<file path="config.mk">
export PLATFORM = sky130hd
export DESIGN_NAME = branch_predict_unit
export DESIGN_NICKNAME = d
export VERILOG_FILES = /design/src/rtl/branch_predict_unit.sv
export SDC_FILE = /design/constraint.sdc
export NUM_CORES = 2
export LEC_CHECK = 0
export CAP_MARGIN = 20
export CORE_MARGIN = 2
export CORE_UTILIZATION = 60
export DETAILED_ROUTE_END_ITERATION = 16
export PLACE_DENSITY = 0.79
export SYNTH_ARGS = -nofsm -noshare
export SYNTH_HDL_FRONTEND = slang
export SYNTH_SLANG_ARGS = --single-unit
</file>
<file path="constraint.sdc">
create_clock -name clk -period 26.7 [get_ports clk]
set_input_delay 8.01 -clock clk [delete_from_list [all_inputs] [get_ports clk]]
set_output_delay 8.01 -clock clk [all_outputs]
set_load 0.01 [all_outputs]
</file>
<file path="src/rtl/branch_predict_unit.sv">
// branch_predict_unit: direct-mapped BTB with 2-bit saturating counters.
// Combinational fetch lookup, resolved-branch update, and a registered
// one-cycle flush carrying the correct next PC on a mispredict.
module branch_predict_unit #(
  parameter int WORD    = 32,
  parameter int ENTRIES = 16
) (
  input  logic            clk,
  input  logic            rst,
  input  logic [WORD-1:0] BPU_fetch_pc,
  output logic            BPU_pred_taken,
  output logic [WORD-1:0] BPU_pred_pc,
  input  logic            BPU_upd_valid,
  input  logic [WORD-1:0] BPU_upd_pc,
  input  logic            BPU_upd_taken,
  input  logic [WORD-1:0] BPU_upd_target,
  input  logic            BPU_upd_pred_taken,
  input  logic [WORD-1:0] BPU_upd_pred_pc,
  output logic            BPU_flush,
  output logic [WORD-1:0] BPU_flush_pc,
  output logic [31:0]     BPU_mispredict_cnt
);

  localparam int IDX  = $clog2(ENTRIES);
  localparam int TAGW = WORD - 2 - IDX;

  // BTB storage; only valid and ctr carry reset state
  logic            r_valid  [ENTRIES];
  logic [TAGW-1:0] r_tag    [ENTRIES];
  logic [WORD-1:0] r_target [ENTRIES];
  logic [1:0]      r_ctr    [ENTRIES];

  logic            r_flush;
  logic [WORD-1:0] r_flush_pc;
  logic [31:0]     r_mispredict_cnt;

  // Lookup path
  logic [IDX-1:0]  w_f_idx;
  logic [TAGW-1:0] w_f_tag;
  logic            w_f_hit;
  logic            w_pred_taken;

  // Update path
  logic [IDX-1:0]  w_u_idx;
  logic [TAGW-1:0] w_u_tag;
  logic            w_u_hit;
  logic [1:0]      w_u_ctr_nxt;
  logic [WORD-1:0] w_cpc;
  logic            w_mispredict;

  // Instruction-alignment bits carry no information for indexing
  logic            w_unused_lsbs;
  assign w_unused_lsbs = ^{BPU_fetch_pc[1:0], BPU_upd_pc[1:0]};

  assign w_f_idx = BPU_fetch_pc[IDX+1:2];
  assign w_f_tag = BPU_fetch_pc[WORD-1:IDX+2];
  assign w_u_idx = BPU_upd_pc[IDX+1:2];
  assign w_u_tag = BPU_upd_pc[WORD-1:IDX+2];

  // Fetch lookup: forced to not-taken while reset is asserted
  always_comb begin
    w_f_hit      = r_valid[w_f_idx] && (r_tag[w_f_idx] == w_f_tag);
    w_pred_taken = !rst && w_f_hit && r_ctr[w_f_idx][1];
    BPU_pred_taken = w_pred_taken;
    BPU_pred_pc    = w_pred_taken ? r_target[w_f_idx] : (BPU_fetch_pc + WORD'(4));
  end

  // Update-side hit detection, saturating counter step, mispredict decision
  always_comb begin
    w_u_hit     = r_valid[w_u_idx] && (r_tag[w_u_idx] == w_u_tag);
    w_u_ctr_nxt = r_ctr[w_u_idx];
    if (BPU_upd_taken) begin
      if (r_ctr[w_u_idx] != 2'b11) w_u_ctr_nxt = r_ctr[w_u_idx] + 2'b01;
    end else begin
      if (r_ctr[w_u_idx] != 2'b00) w_u_ctr_nxt = r_ctr[w_u_idx] - 2'b01;
    end
    w_cpc        = BPU_upd_taken ? BPU_upd_target : (BPU_upd_pc + WORD'(4));
    w_mispredict = BPU_upd_valid &&
                   ((BPU_upd_taken != BPU_upd_pred_taken) || (w_cpc != BPU_upd_pred_pc));
  end

  // Valid bits and counters: train on hit, allocate on taken miss
  always_ff @(posedge clk or posedge rst) begin
    if (rst) begin
      for (int unsigned i = 0; i < ENTRIES; i++) begin
        r_valid[i] <= 1'b0;
        r_ctr[i]   <= 2'b01;
      end
    end else if (BPU_upd_valid) begin
      if (w_u_hit) begin
        r_ctr[w_u_idx] <= w_u_ctr_nxt;
      end else if (BPU_upd_taken) begin
        r_valid[w_u_idx] <= 1'b1;
        r_ctr[w_u_idx]   <= 2'b10;
      end
    end
  end

  // Tag and target payload; rewriting the tag on a hit is harmless
  always_ff @(posedge clk) begin
    if (!rst && BPU_upd_valid && BPU_upd_taken) begin
      r_tag[w_u_idx]    <= w_u_tag;
      r_target[w_u_idx] <= BPU_upd_target;
    end
  end

  // Registered flush pulse, correct PC and wrapping mispredict counter
  always_ff @(posedge clk or posedge rst) begin
    if (rst) begin
      r_flush          <= 1'b0;
      r_flush_pc       <= '0;
      r_mispredict_cnt <= '0;
    end else begin
      r_flush <= w_mispredict;
      if (w_mispredict) begin
        r_flush_pc       <= w_cpc;
        r_mispredict_cnt <= r_mispredict_cnt + 32'd1;
      end
    end
  end

  assign BPU_flush          = r_flush;
  assign BPU_flush_pc       = r_flush_pc;
  assign BPU_mispredict_cnt = r_mispredict_cnt;

endmodule

</file>
Word-level counts from Yosys, hierarchy flattened. Memory sizes are Yosys's and may differ from the RTL's. Index checks and enable logic that the tools add are counted.

Flip-flop bits (word level): 113. Latch bits: 0. Memories kept: 2. Output and inout bits: 98. Input port bits: 133. Word-level logic and storage cells: 97. Memory bits (writable): 928. Memory bits (read-only): 0.

Memory list: r_target (depth 16, width 32, read ports 1, clocked after Yosys merged registers in 0, write ports 1, line 30) `logic [WORD-1:0] r_target [ENTRIES];`; r_tag (depth 16, width 26, read ports 2, clocked after Yosys merged registers in 0, write ports 1, line 29) `logic [TAGW-1:0] r_tag [ENTRIES];`.

Add/sub/neg operators: 5. Shifts and indexed selects: 0. $lt $le $gt $ge: 3. Bitwise gates (word level): 7. Equal/unequal tests: 5. Div/mod/pow operators: 0. Reduce and logical (&&, ||, !) cells: 14. Multiplexer cells: 26. Multiply operators: 0.

Operator list (count): $mux W32 (4); $add A32 B3 Y32 const B (2); $eq A26 B26 Y1 (2); $add A32 B1 Y32 const B (1); $bwmux W32 (1); $ne A32 B32 Y1 (1); $or A16 B16 Y16 (2); $and A16 B16 Y16 (1); $bmux W2 S4 (2); $mux W2 (8); $not A16 Y16 (1); $ge A5 B5 Y1 const B (2); $not A4 Y5 (2); $bmux W1 S4 (2); $demux W2 S4 (1); $logic_and A1 B1 Y1 (8); $mux W1 (7); $lt A5 B1 Y1 const B (1); $demux W1 S4 (1); $reduce_bool A2 Y1 (2); $reduce_and A3 Y1 (1); $add A2 B1 Y2 const B (1); $ne A2 B2 Y1 const B (1); $reduce_and A2 Y1 (1); 5 further kinds (5).

Depth between registers and ports, before layout.
Word-level depth: 9. Depth in mapped cells: 16. Gate-level depth less buffers: 11.

Worst setup path before layout. OpenSTA, ideal clock, no wires.

Path kind: input port to output port. Start: input port BPU_fetch_pc[3]. End: output port BPU_pred_pc[12]. Buffers on the path: 5. Arrival time: 11.438 ns. Stages on the path: 11. Path slack: 7.252 ns. Data required time: 18.690 ns. Cell sequence: clkbuf_1 -> buf_1 -> clkbuf_1 -> clkbuf_1 -> mux4_2 -> mux4_2 -> xnor2_1 -> nand3_1 -> nor4_4 -> buf_4 -> mux2_1.

Longest elaborated chain between the ends: 8. Elaborated cells between the ends (all ways): 15. Those cells by class: add/sub (1); eq/ne (1); mux (7); bitwise (1); reduce/logical (3); memory (2).

RTL lines: start, declared (line 10) `input logic [WORD-1:0] BPU_fetch_pc,`; parallel branches: the longest is 7 deep, another holds $mem_v2 Z16 W26; $mux W32 * (line 65) `BPU_pred_pc = w_pred_taken ? r_target[w_f_idx] : (BPU_fetch_pc + WORD'(4));`; end, declared (line 12) `output logic [WORD-1:0] BPU_pred_pc,`.

Every way passes the cells marked *. The select of a mux whose other input is x is not followed.

Final worst setup path.
Start: input port BPU_fetch_pc[2]. End: output port BPU_pred_pc[1].

The elaborated chain is that of the path after synthesis.

==> results.py <==
metrics = {
    "power": {
        "leakage_nw": 17.6,
        "powerDensity_nw_per_um2": 66.4,
        "ir_worst_vdd_mv": 0.0517,
        "power.total_mw": 3.61,
    },
    "synth": {
        "syn_inst": 2669,
        "synth_area_leaders": "edfxtp_1, mux4_2, dfrtp_1",
        "netlist.top_cell.by_area": "edfxtp_1",
        "ys_ff_latch": 1041,
        "synth_edf_count": 928,
        "synth_area_um2": 47600,
        "netlist_top_cells_count": "edfxtp_1, mux4_2, nand2_1, xnor2_1, dfrtp_1",
        "synth_top_area_share_pct": 58.5,
        "ys_types": 82,
        "synth.yosys.seq_area_share_pct": 64.5,
        "ys_warn_count": 0,
        "ys.flop_type": "edfxtp_1",
        "syn_nets": 2808,
        "async_reset_ff_share_pct": 10.9,
        "postSynthAreaPerCell_um2": 17.8,
        "post-synth-top-count-cell": "edfxtp_1",
    },
    "place": {
        "dp_cells": 3840,
        "io_buffers": 230,
        "place_ws_ps": 5540,
        "dp_hpwl_um": 85600,
        "place_area_um2": 51100,
        "gp_congestion": 0.968,
    },
    "setup_path": {
        "crit_path_start_kind": "primary input",
        "required_ps": 18690,
        "criticalPathCategory": "in -> out",
        "critPathCaptureType": "output port",
        "arrival_ps": 13130,
        "critPathMaxFanout": 85,
    },
    "clocking": {
        "cts_resized": 0,
        "postCtsSetupRepairBufs": 0,
        "postCtsHoldBufs": 0,
        "insertion_delay_ps": 690,
        "clkSlewWorstSetupHoldPaths_ps": 60,
        "htreeDepth": 3,
        "cts.sinks": 1041,
        "cts_tree": "built",
        "clock_path_buffers": 3,
        "clockRootBuffer": "clkbuf_16",
        "cts_buffers": 101,
    },
    "die": {
        "die_w_um": 286,
        "dieArea_um2": 81700,
        "core-area_um2": 78700,
        "fp.dieH_um": 286,
        "initial_utilization_pct": 60.5,
        "ioPinCount": 231,
        "rows": 103,
    },
    "timing": {
        "fin_skew_ps": 31.6,
        "slew_viol_final": 0,
        "finalHoldWorstSlack_ps": 489,
        "finalHoldViolations": 0,
        "worst_slew_pin_slew_ps": 1150,
        "setup_viol": 0,
        "maxSlewHeadroom_pct": 23.3,
        "finalSetupTns_ps": 0,
        "period_needed_ps": 21140,
        "clock.fmax_mhz": 47.3,
        "post-route-period-util_pct": 79.2,
        "rsz0062_at_grt": "no",
        "setup_slack_ps": 5560,
    },
    "run": {
        "maxCapViolCount": 0,
    },
    "global_routing": {
        "grt_overflow": 0,
        "grt_first_pass_wirelength_um": 204000,
        "grt_max_degree": 140,
        "antenna_found_initial": 13,
        "track_usage_pct": 35.1,
        "grt_pass1_vias": 29464,
    },
    "drt": {
        "drc": 0,
        "drtIter0Drc": 4660,
        "vias": 29224,
        "drt_pass1_iterations": 5,
        "wirelength_um": 142000,
        "avgRoutedWirePerCell_um": 35.2,
        "viasPerCell": 7.23,
        "postRouteAntennaNets": 0,
    },
    "final_layout": {
        "multi_input_area_um2": 16000,
        "drive_gt1_share_pct": 24.7,
        "seqCellArea_um2": 30700,
        "fillers": 4875,
        "design_area_um2": 54400,
        "fin_cells": 4041,
        "area_delta_synth_final_pct": 14.3,
        "final_core_util_pct": 69.1,
        "nets": 3035,
    },
    "hold_path": {
        "min-delay-path-class": "reg -> reg",
    },
    "run_status": {
        "status": "completed",
    },
}
[critical path: stages]
cell and delay, ps:
buf_8 600, buf_12 540, mux4_2 580, mux4_2 530, xnor2_1 300, nand4_1 140, or4b_1 590, nor4_4 310
buf_4 500, mux2_2 420, clkdlybuf4s50_1 510
[registers in the layout, indices dropped and copies added, names as in the netlist]
name	cells
BPU_flush_pc	32
r_valid	16
r_tag	416
r_ctr	32
BPU_flush	1
r_target	512
BPU_mispredict_cnt	32
[per-layer routing]
metal	GRT usage, %	share of wire (%)
met1	45.8	34
met2	56.5	49
met3	9.07	13
met4	15.6	4.3
met5	0	0.067
[power breakdown]
group | switching (mW) | internal, mW | total, mW
logic | 0.196 | 0.159 | 0.355
clock network | 0.629 | 0.808 | 1.44
registers | 0.0204 | 1.80 | 1.82
total | 0.845 | 2.77 | 3.61
[final timing paths]
check | end | cells after the start | slack, ps | startpoint
setup / recovery | BPU_pred_pc[1] | 11 | 5560 | BPU_fetch_pc[2]
hold reg to reg | r_valid[12] | 1 | 490 | r_valid[12]
min in group asynchronous | BPU_flush_pc[5] | 2 | 7910 | rst
max in group asynchronous | r_ctr[25] | 3 | 17340 | rst
setup reg to reg | r_valid[1] | 7 | 22750 | r_tag[3][14]
hold / removal | r_valid[12] | 1 | 490 | r_valid[12]
[cells in the final DEF (no fill, tap or decap), types with 15 or more instances in the layout]
cell type        count
xor2_1              43
clkinv_2            17
clkinv_1            22
buf_4               72
mux2i_1             51
and2_4              15
nor3_1              25
mux4_2             408
a31o_2              18
nand4_1             32
dfstp_2             16
clkbuf_16          102
inv_1               49
clkdlybuf4s50_1    222
dfrtp_1             97
nand3_1             54
mux2_2              39
nor2_1              73
clkbuf_1            27
o21ai_0             87
o211ai_1            30
xnor2_1            126
o2111ai_1           17
a21oi_1             20
edfxtp_1           928
and3_1              23
nor4_1              18
nand2_1            135
a22oi_1             22
a22o_1              15
[layout make-up]
type / instances / area share, %
Multi-Input combinational cell: 1396 / 29.3
Tap cell: 1050 / 2.41
Clock inverter: 61 / 1.21
Clock buffer: 130 / 4.88
Inverter: 52 / 0.363
Timing Repair Buffer: 304 / 5.37
Sequential cell: 1041 / 56.4
Antenna cell: 7 / 0.0322
[cells by family after synthesis]
kind of cell | share of synthesized area [%]
buffers and inverters | 2.12
XOR/XNOR | 3.11
adder cells (fa/ha/maj) | 0.200
AO/OA/AOI/OAI | 4.14
AND/OR/NAND/NOR | 4.63
multiplexers | 21.3
flip-flops | 64.5
(Power assumes the default switching activity.)
